**config.mk**
```make
export PLATFORM = sky130hd
export DESIGN_NAME = neuron_cfg_loader_flat
export DESIGN_NICKNAME = d
export VERILOG_FILES = /design/src/rtl/neuron_cfg_pkg.sv /design/src/rtl/neuron_cfg_loader_if.sv /design/src/rtl/neuron_cfg_hdr_decode.sv /design/src/rtl/neuron_cfg_loader.sv /design/src/flat_wrapper.sv
export SDC_FILE = /design/constraint.sdc
export NUM_CORES = 1
export LEC_CHECK = 0
export BUFFER_PORTS_ARGS = -buffer_cell sky130_fd_sc_hd__buf_2
export CAP_MARGIN = 5
export CORE_UTILIZATION = 45
export DETAILED_ROUTE_END_ITERATION = 8
export PLACE_DENSITY = 0.71
export SYNTH_ARGS = -nofsm -noshare
export SYNTH_HDL_FRONTEND = slang
export SYNTH_SLANG_ARGS = --single-unit
```
**constraint.sdc**
```tcl
create_clock -name clk -period 4.84 [get_ports clk]
set_input_delay 0.484 -clock clk [delete_from_list [all_inputs] [get_ports clk]]
set_output_delay 0.484 -clock clk [all_outputs]
set_load 0.05 [all_outputs]
```
**src/rtl/neuron_cfg_pkg.sv**
```systemverilog
// Shared types for the neuron configuration loader.
// Header layout, packet type codes, FSM states and word width.
package neuron_cfg_pkg;

  localparam int WORD_W   = 32;
  localparam int LAYER_W  = 6;
  localparam int NEURON_W = 10;
  localparam int COUNT_W  = 14;
  localparam int CNT_W    = COUNT_W + 1;

  typedef enum logic [1:0] {
    TYPE_ILL0   = 2'b00,
    TYPE_WEIGHT = 2'b01,
    TYPE_BIAS   = 2'b10,
    TYPE_ILL3   = 2'b11
  } pkt_type_e;

  typedef enum logic [2:0] {
    ST_IDLE,
    ST_WEIGHT,
    ST_BIAS,
    ST_DRAIN,
    ST_CSUM,
    ST_DONE
  } state_e;

  // Field order matches the header word, MSB first.
  typedef struct packed {
    pkt_type_e             typ;
    logic [LAYER_W-1:0]    layer;
    logic [NEURON_W-1:0]   neuron;
    logic [COUNT_W-1:0]    count;
  } hdr_t;

endpackage

```
**src/rtl/neuron_cfg_loader_if.sv**
```systemverilog
// Valid/ready configuration stream into the loader.
// The host/DMA side is master, the loader is slave.
interface neuron_cfg_loader_if #(
  parameter int W = 32
) ();

  logic [W-1:0] s_data;
  logic         s_valid;
  logic         s_ready;

  modport master (
    output s_data,
    output s_valid,
    input  s_ready
  );

  modport slave (
    input  s_data,
    input  s_valid,
    output s_ready
  );

endinterface

```
**src/rtl/neuron_cfg_hdr_decode.sv**
```systemverilog
// Header splitter and classifier for the config loader.
// Trailer counting follows NEURON_CFG_LOADER_CSUM_EN.
module neuron_cfg_hdr_decode
  import neuron_cfg_pkg::*;
#(
  parameter int MAX_WEIGHTS = 784
) (
  input  logic [WORD_W-1:0]   i_hdr,
  output logic [LAYER_W-1:0]  o_layer,
  output logic [NEURON_W-1:0] o_neuron,
  output logic [CNT_W-1:0]    o_count,
  output logic                o_err,
  output state_e              o_next
);

  hdr_t w_hdr;
  logic w_zero;
  logic w_wt;
  logic w_bs;

  assign w_hdr    = hdr_t'(i_hdr);
  assign o_layer  = w_hdr.layer;
  assign o_neuron = w_hdr.neuron;

  assign w_zero = (w_hdr.count == '0);
  assign w_wt   = (w_hdr.typ == TYPE_WEIGHT)
               && !w_zero
               && (w_hdr.count <= COUNT_W'(MAX_WEIGHTS));
  assign w_bs   = (w_hdr.typ == TYPE_BIAS)
               && (w_hdr.count == COUNT_W'(1));

  always_comb begin
    o_err   = 1'b0;
    o_next  = ST_IDLE;
    o_count = CNT_W'(w_hdr.count);
    unique case (1'b1)
      w_zero: o_err = 1'b1;
      w_wt:   o_next = ST_WEIGHT;
      w_bs:   o_next = ST_BIAS;
      default: begin
        o_err  = 1'b1;
        o_next = ST_DRAIN;
`ifdef NEURON_CFG_LOADER_CSUM_EN
        // Drained packets still carry their trailer.
        o_count = CNT_W'(w_hdr.count) + CNT_W'(1);
`endif
      end
    endcase
  end

endmodule

```
**src/rtl/neuron_cfg_loader.sv**
```systemverilog
// Config sequencer driving the shared weight/bias load bus.
// Optional trailer checksum: NEURON_CFG_LOADER_CSUM_EN.
module neuron_cfg_loader
  import neuron_cfg_pkg::*;
#(
  parameter int DATA_WIDTH  = 16,
  parameter int MAX_WEIGHTS = 784
) (
  input  logic                    clk,
  input  logic                    rst,
  neuron_cfg_loader_if.slave      s_if,
  output logic                    weightValid,
  output logic                    biasValid,
  output logic [2*DATA_WIDTH-1:0] weightValue,
  output logic [2*DATA_WIDTH-1:0] biasValue,
  output logic [2*DATA_WIDTH-1:0] config_layer_num,
  output logic [2*DATA_WIDTH-1:0] config_neuron_num,
  output logic                    busy,
  output logic                    done,
  output logic                    err
);

  localparam int W = 2 * DATA_WIDTH;

`ifdef NEURON_CFG_LOADER_CSUM_EN
  localparam state_e C_AFTER = ST_CSUM;
`else
  localparam state_e C_AFTER = ST_DONE;
`endif

  state_e              r_state;
  logic                r_s_ready;
  logic [CNT_W-1:0]    r_cnt;
  logic                r_wv;
  logic                r_bv;
  logic [W-1:0]        r_wval;
  logic [W-1:0]        r_bval;
  logic [W-1:0]        r_layer;
  logic [W-1:0]        r_neuron;
  logic                r_done;
  logic                r_err;
`ifdef NEURON_CFG_LOADER_CSUM_EN
  logic [W-1:0]        r_sum;
`endif

  logic                w_acc;
  logic [LAYER_W-1:0]  w_layer;
  logic [NEURON_W-1:0] w_neuron;
  logic [CNT_W-1:0]    w_count;
  logic                w_err;
  state_e              w_next;

  assign w_acc = s_if.s_valid & r_s_ready;

  neuron_cfg_hdr_decode #(
    .MAX_WEIGHTS (MAX_WEIGHTS)
  ) u_dec (
    .i_hdr    (s_if.s_data),
    .o_layer  (w_layer),
    .o_neuron (w_neuron),
    .o_count  (w_count),
    .o_err    (w_err),
    .o_next   (w_next)
  );

  always_ff @(posedge clk) begin
    if (rst) begin
      r_state   <= ST_IDLE;
      r_s_ready <= 1'b0;
      r_cnt     <= '0;
      r_wv      <= 1'b0;
      r_bv      <= 1'b0;
      r_wval    <= '0;
      r_bval    <= '0;
      r_layer   <= '0;
      r_neuron  <= '0;
      r_done    <= 1'b0;
      r_err     <= 1'b0;
`ifdef NEURON_CFG_LOADER_CSUM_EN
      r_sum     <= '0;
`endif
    end else begin
      r_wv      <= 1'b0;
      r_bv      <= 1'b0;
      r_err     <= 1'b0;
      r_s_ready <= 1'b1;
      r_done    <= (r_state == ST_DONE);
      unique case (r_state)
        ST_IDLE: begin
          if (w_acc) begin
            r_layer  <= W'(w_layer);
            r_neuron <= W'(w_neuron);
            r_cnt    <= w_count;
            r_err    <= w_err;
            r_state  <= w_next;
`ifdef NEURON_CFG_LOADER_CSUM_EN
            r_sum    <= '0;
`endif
          end
        end
        ST_WEIGHT: begin
          if (w_acc) begin
            r_wval <= s_if.s_data;
            r_wv   <= 1'b1;
            r_cnt  <= r_cnt - CNT_W'(1);
`ifdef NEURON_CFG_LOADER_CSUM_EN
            r_sum  <= r_sum + s_if.s_data;
`endif
            if (r_cnt == CNT_W'(1)) begin
              r_state   <= C_AFTER;
              r_s_ready <= (C_AFTER != ST_DONE);
            end
          end
        end
        ST_BIAS: begin
          if (w_acc) begin
            r_bval    <= s_if.s_data;
            r_bv      <= 1'b1;
            r_cnt     <= '0;
`ifdef NEURON_CFG_LOADER_CSUM_EN
            r_sum     <= r_sum + s_if.s_data;
`endif
            r_state   <= C_AFTER;
            r_s_ready <= (C_AFTER != ST_DONE);
          end
        end
        ST_DRAIN: begin
          if (w_acc) begin
            r_cnt <= r_cnt - CNT_W'(1);
            if (r_cnt == CNT_W'(1)) begin
              r_state <= ST_IDLE;
            end
          end
        end
`ifdef NEURON_CFG_LOADER_CSUM_EN
        ST_CSUM: begin
          if (w_acc) begin
            if (s_if.s_data == r_sum) begin
              r_state   <= ST_DONE;
              r_s_ready <= 1'b0;
            end else begin
              r_err   <= 1'b1;
              r_state <= ST_IDLE;
            end
          end
        end
`endif
        ST_DONE: r_state <= ST_IDLE;
        default: r_state <= ST_IDLE;
      endcase
    end
  end

  assign s_if.s_ready      = r_s_ready;
  assign weightValid       = r_wv;
  assign biasValid         = r_bv;
  assign weightValue       = r_wval;
  assign biasValue         = r_bval;
  assign config_layer_num  = r_layer;
  assign config_neuron_num = r_neuron;
  assign busy              = (r_state != ST_IDLE);
  assign done              = r_done;
  assign err               = r_err;

endmodule

```
**src/flat_wrapper.sv**
```systemverilog
// flat-port wrapper written by rule: the top's interface ports become plain ports
module neuron_cfg_loader_flat import neuron_cfg_pkg::*;
#(
  parameter int DATA_WIDTH  = 16,
  parameter int MAX_WEIGHTS = 784
)
  (clk, rst, weightValid, biasValid, weightValue, biasValue, config_layer_num, config_neuron_num, busy, done, err, s_if_s_data, s_if_s_valid, s_if_s_ready);
  neuron_cfg_loader_if #(.W(32)) s_if_i ();
  input  logic clk;
  input  logic rst;
  output logic weightValid;
  output logic biasValid;
  output logic [2*DATA_WIDTH-1:0] weightValue;
  output logic [2*DATA_WIDTH-1:0] biasValue;
  output logic [2*DATA_WIDTH-1:0] config_layer_num;
  output logic [2*DATA_WIDTH-1:0] config_neuron_num;
  output logic busy;
  output logic done;
  output logic err;
  input wire logic [$bits(s_if_i.s_data)-1:0] s_if_s_data;
  input wire logic [$bits(s_if_i.s_valid)-1:0] s_if_s_valid;
  output wire logic [$bits(s_if_i.s_ready)-1:0] s_if_s_ready;
  assign s_if_i.s_data = s_if_s_data;
  assign s_if_i.s_valid = s_if_s_valid;
  assign s_if_s_ready = s_if_i.s_ready;
  neuron_cfg_loader #(.DATA_WIDTH(DATA_WIDTH), .MAX_WEIGHTS(MAX_WEIGHTS)) u_core (.clk(clk), .rst(rst), .s_if(s_if_i), .weightValid(weightValid), .biasValid(biasValid), .weightValue(weightValue), .biasValue(biasValue), .config_layer_num(config_layer_num), .config_neuron_num(config_neuron_num), .busy(busy), .done(done), .err(err));
endmodule
```
==> results.txt, run 1 <==
Max cap viols - 0
Post-Syn Area - 4440 µm²
Row cnt - 35
Total CTS buffers - 9
Initial DRC Count - 194
Final setup fails - 0
Maximum clock path buffer count - 2
Yosys reg bits - 103
Cell taking the most area after synthesis - dfxtp_1
Post-CTS Setup Inserts - 0
Ys flop type - dfxtp_1
Detailed-route wire length per cell - 14.9 µm
Initial Util - 47.2%
Clock root cell - clkbuf_8
Slew margin rel. - 17.3%
Via density - 5.25
Place WS - 2.29 ns
DIE WIDTH - 101 µm
Post-layout min period - 2.38 ns
DRT antenna net count - 0
Initial antenna violation count - 0
Async S/R FF share, synth - 0%
Synthesized instance count - 565
First-pass DRT Iterations - 4
Global-route wire length before repair - 19000 µm
Post-synth EDFFs - 0
Commonest non-fill, non-tap cell in the layout - nand2_1
Final TNS setup - 0 ns
Hold_ws - 0.372 ns
Diode count - 0
CP arrival - 2.67 ns
Startpoint types - flop
Final HPWL DP - 8300 µm
Max H-tree Level - 3
CP Capture Type - flop
Final Max Tran Viols - 0
Seq/Total Area, Yosys - 46.4%
# hold bufs at CTS - 0
Post_cts resized - 0
Buffers on Ports - 120
Full die area - 10300 µm²
Via count - 4198
Fin crit share - 49.2%
CTS Sinks - 103
IO Pins - 169
Most frequent cells in the layout - 173 x nand2_1, 120 x buf_2, 103 x dfxtp_1, 96 x a21oi_1, 48 x conb_1
Die Y - 101 µm
FMAX - 420 MHz
GR Util All Layers - 23.7%
Crit Path Class - reg -> reg
Synthesis-to-layout area growth - 15.8%
Synth area leaders - dfxtp_1 46%, nand2_1 15%, a21oi_1 11%
RSZ-0062 raised after global routing - no
Total gr overflow - 0
Final core utilization - 54.7%
Yosys cell types - 54
RD Place Congestion - 0.946
TritonCTS clock tree - yes
Reg clk slew, reported paths - 0.10 ns
Hold WC Path Type - in -> reg
Power consumption - 1.81 mW
Final setup margin - 2.46 ns
Worst skew pair latency - 0.36 ns
Largest net degree at the start of global routing - 71
Syn_area_per_cell - 7.87 µm²
Core ar. - 9420 µm²
Routed wire length - 11900 µm
Layout cells sized above 1 - 22.5%
Final nets - 702
Max Clock Skew - 0.00871 ns
DRC - 0
Tightest Pin Transition - 1.24 ns
Outcome - finished clean
Number of global-route vias before repair - 3768
Post-synth top area share - 46.4%
Crit Path Max Fanout - 21
Syn. warnings - 0
Worst EP required - 5.13 ns
Final hold violations - 0
Leakage power - 2.17 nW
Peak supply drop - 142 µV
Power per cell area - 353 nW/µm²
==> layer usage <==
layer | up-vias | global-route usage (%) | routed length, µm
met4 | 0 | 7.80 | 210
met3 | 16 | 5.80 | 851
li1 | 2020 | - | -
met2 | 170 | 39.8 | 5710
met5 | - | 0 | 0
met1 | 1992 | 29.9 | 5100
==> worst paths after layout <==
kind / start / slack, ns / cells after the start / endpoint
max reg2reg: u_core.r_state[2] / 2.46 / 5 / u_core.config_neuron_num[7]
min: s_if_s_data[17] / 0.37 / 3 / u_core.biasValue[17]
min reg2reg: u_core.biasValue[19] / 0.46 / 2 / u_core.biasValue[19]
max: u_core.r_state[2] / 2.46 / 5 / u_core.config_neuron_num[7]
==> report_power, final <==
group / internal, mW / switching (mW)
combinational: 0.0811 / 0.279
sequential: 0.876 / 0.0271
clock: 0.245 / 0.307
==> worst max-delay path: stages (launching register included) <==
cell	delay, ns
dfxtp_1	0.38
nand3b_1	0.64
nor3_2	0.78
buf_4	0.30
nand2_1	0.07
a21oi_1	0.14
==> cell usage after synthesis, drive strengths merged (5+ instances only) <==
master,instances
or4,5
nor3,6
buf,52
nand2b,6
a21oi,96
dfxtp,103
nand2,173
or3,5
inv,6
nor2,9
o22ai,5
nor4,6
clkbuf,30
==> metrics by stage <==
step	std cells	area, µm²
floorplan	612	4620
global placement	782	4920
detailed placement	782	4920
CTS	798	5120
global route	799	5150
finish	799	5150
==> state kept, by name, summed over array words and instances, names as in the netlist <==
| name | flops |
|---|---|
| u_core.weightValid | 1 |
| u_core.r_cnt | 15 |
| u_core.biasValid | 1 |
| u_core.config_layer_num | 6 |
| u_core.biasValue | 32 |
| u_core.r_state | 3 |
| u_core.done | 1 |
| u_core.weightValue | 32 |
| u_core.s_if.s_ready | 1 |
| u_core.config_neuron_num | 10 |
| u_core.err | 1 |
==> cell type report <==
class                      count  area (µm²)
fill                         918        4270
sequential                   103        2060
multi-input combinational    421        2050
timing repair buffer         124         648
tap                          129         161
clock buffer                   9         124
clock inverter                 7        78.8
inverter                       6        22.5
==> kinds of logic (layout without fill, tap and decap cells) <==
logic type | Yosys count | count (layout) | synth area share [%]
AND/OR/NAND/NOR | 235 | 235 | 23.6
AO/OA/AOI/OAI | 136 | 136 | 17.8
flip-flops | 103 | 103 | 46.4
buffers and inverters | 88 | 146 | 11.6
adder cells (fa/ha/maj) | 2 | 2 | 0.563
other | 1 | 48 | 0.0844
(Power assumes the default switching activity.)
==> run 2: changes to the inputs <==
- CORE_UTILIZATION: 45 -> 44
- PLACE_DENSITY: 0.71 -> 0.73
- clock period: 4.84 -> 2.1 ns (I/O delays scaled with it)
==> run 2 against run 1 <==
Effect of this change: clock skew shrank 0.0013 ns; final cell count is 2.8% higher; non-clock buffer count rose by 17; total power up 130%; critical path type unchanged.
==> results.txt, run 2 (same netlist as run 1, synthesis figures left out) <==
Outcome - finished clean
Final Max Tran Viols - 0 (unchanged)
Row cnt - 36 (+2.9%)
RSZ-0062 raised after global routing - no
Hold Path Cell Cnt - 3 (unchanged)
Post-CTS Setup Inserts - 0 (unchanged)
Largest stage delay, worst path - 0.46 ns (-0.32 ns)
Initial DRC Count - 249 (+28%)
Fill cell count - 957 (+4.2%)
Startpoint types - flop
Dpl cell area - 5060 µm² (+2.8%)
DRT antenna net count - 0 (unchanged)
TritonCTS clock tree - yes
Max cap viols - 0 (unchanged)
Buffers on Ports - 120 (unchanged)
DRC - 0 (unchanged)
CTS Sinks - 103 (unchanged)
Via density - 5.12 (-2.6%)
CP Capture Type - flop
Crit path cell chain - inv_1 > ha_1 > or3b_2 > or4_1 > a21oi_1 > o32ai_1
Full die area - 10500 µm² (+2.2%)
Final hold violations - 0 (unchanged)
FMAX - 530 MHz (+26%)
Buf/Inv on CP - 1 (unchanged)
Worst EP required - 2.35 ns (-2.78 ns)
Power per cell area - 792 nW/µm² (+120%)
Total gr overflow - 0 (unchanged)
Family with the most delay on the worst path - simple AND/OR/NAND/NOR gates
DIE WIDTH - 103 µm (+1.1%)
Maximum clock path buffer count - 2 (unchanged)
R2r worst-path depth - 6 (+1)
# hold bufs at CTS - 0 (unchanged)
Final TNS setup - 0 ns (unchanged)
Largest net degree at the start of global routing - 38 (-46%)
Detailed-route wire length per cell - 14.9 µm (+0.32%)
Tightest Pin Transition - 0.503 ns (-0.735 ns)
Fin crit share - 89.8% (+41 points)
Crit Path Class - reg -> reg
Layout cells sized above 1 - 24.3% (+1.8 points)
Total CTS buffers - 9 (unchanged)
GR Util All Layers - 23.4% (-0.29 points)
Core ar. - 9770 µm² (+3.8%)
Die Y - 103 µm (+1.1%)
First-pass DRT Iterations - 5 (+1)
Crit. path cell count - 6 (+1)
Commonest non-fill, non-tap cell in the layout - nand2_1
Via count - 4203 (+0.12%)
Final HPWL DP - 8960 µm (+7.9%)
Worst skew pair latency - 0.36 ns (about the same)
Crit Path Max Fanout - 5 (-76%)
IO Pins - 169 (unchanged)
Initial Util - 45.5% (-1.7 points)
CP arrival - 2.14 ns (-0.53 ns)
Clock root cell - clkbuf_8
Final nets - 719 (+2.4%)
CP max stage cell - or3b_2
Reg clk slew, reported paths - 0.10 ns (about the same)
Finished layout cell area - 5250 µm² (+2.1%)
Initial antenna violation count - 1 (+1)
Slew margin rel. - 66.5% (+49 points)
Post-layout min period - 1.89 ns (-0.496 ns)
Number of global-route vias before repair - 3811 (+1.1%)
Final setup fails - 0 (unchanged)
Global-route wire length before repair - 19000 µm (-0.18%)
Most frequent cells in the layout - 173 x nand2_1, 120 x buf_2, 103 x dfxtp_1, 96 x a21oi_1, 48 x conb_1
Synthesis-to-layout area growth - 18.2%
Leakage power - 2.24 nW (+3.3%)
RD Place Congestion - 0.869 (-8.2%)
Routed wire length - 12200 µm (+3.1%)
Post_cts resized - 0 (unchanged)
Peak supply drop - 378 µV (+170%)
Max H-tree Level - 3 (unchanged)
Hold WC Path Type - in -> reg
Max Clock Skew - 0.00746 ns (-0.00125 ns)
[run 2: cell count changes in the layout (fill, tap and decap cells not counted)]
| cell | delta |
|---|---|
| buf_4 | +18 |
| bufinv_16 | -1 |
| clkbuf_1 | +1 |
| clkbuf_16 | -1 |
| clkbuf_8 | +2 |
| clkinv_2 | -1 |
| clkinvlp_4 | -1 |
| diode_2 | +1 |
[run 2: final cells by class]
cell class / count / area [µm²] / share of cell area [%]
Antenna cell: 1 / 2.50 / 0.0476
Sequential cell: 103 / 2060 / 39.3
Tap cell: 133 / 166 / 3.17
Timing Repair Buffer: 141 / 758 / 14.4
Clock buffer: 12 / 155 / 2.95
Inverter: 6 / 22.5 / 0.429
Clock inverter: 4 / 36.3 / 0.691
Multi-Input combinational cell: 421 / 2050 / 39.0
[run 2: per-layer routing]
metal | wire [µm] | GRT usage, %
met1 | 4970 | 28.8
met2 | 6050 | 38.8
met3 | 1010 | 7.80
met4 | 201 | 7.25
met5 | 0 | 0
[run 2: through the flow]
stage | hold WS, ns | total power, mW | instances | utilization (%) | worst slack (ns)
after floorplan | 0.346 | 2.82 | 612 | - | 0.0488
after global placement | 0.439 | 2.98 | 804 | 51.8 | 0.269
after detailed placement | 0.443 | 2.99 | 804 | 51.8 | 0.229
after CTS | 0.0700 | 4.19 | 820 | 53.7 | 0.210
after global routing | 0.0813 | 4.34 | 821 | 53.7 | 0.119
final | 0.0943 | 4.16 | 821 | 53.7 | 0.213
[run 2: power breakdown]
part,internal (mW),switching (mW),leakage [nW]
combinational,0.218,0.665,1.31
clock,0.512,0.694,0.0951
sequential,2.02,0.0512,0.835
[run 2: path summary, 6_finish.rpt]
check                                    from                           to  slack [ns]
setup / recovery              u_core.r_cnt[0]             u_core.r_cnt[12]        0.21
hold / removal                s_if_s_data[22]       u_core.weightValue[22]        0.09
setup reg to reg              u_core.r_cnt[0]             u_core.r_cnt[12]        0.21
hold reg to reg   u_core.config_neuron_num[5]  u_core.config_neuron_num[5]        0.46
[run 2: worst register-to-register path: stages, from the launching register on]
cell and delay [ns]:
dfxtp_1 0.36, inv_1 0.11, ha_1 0.21, or3b_2 0.46, or4_1 0.40, a21oi_1 0.15, o32ai_1 0.08
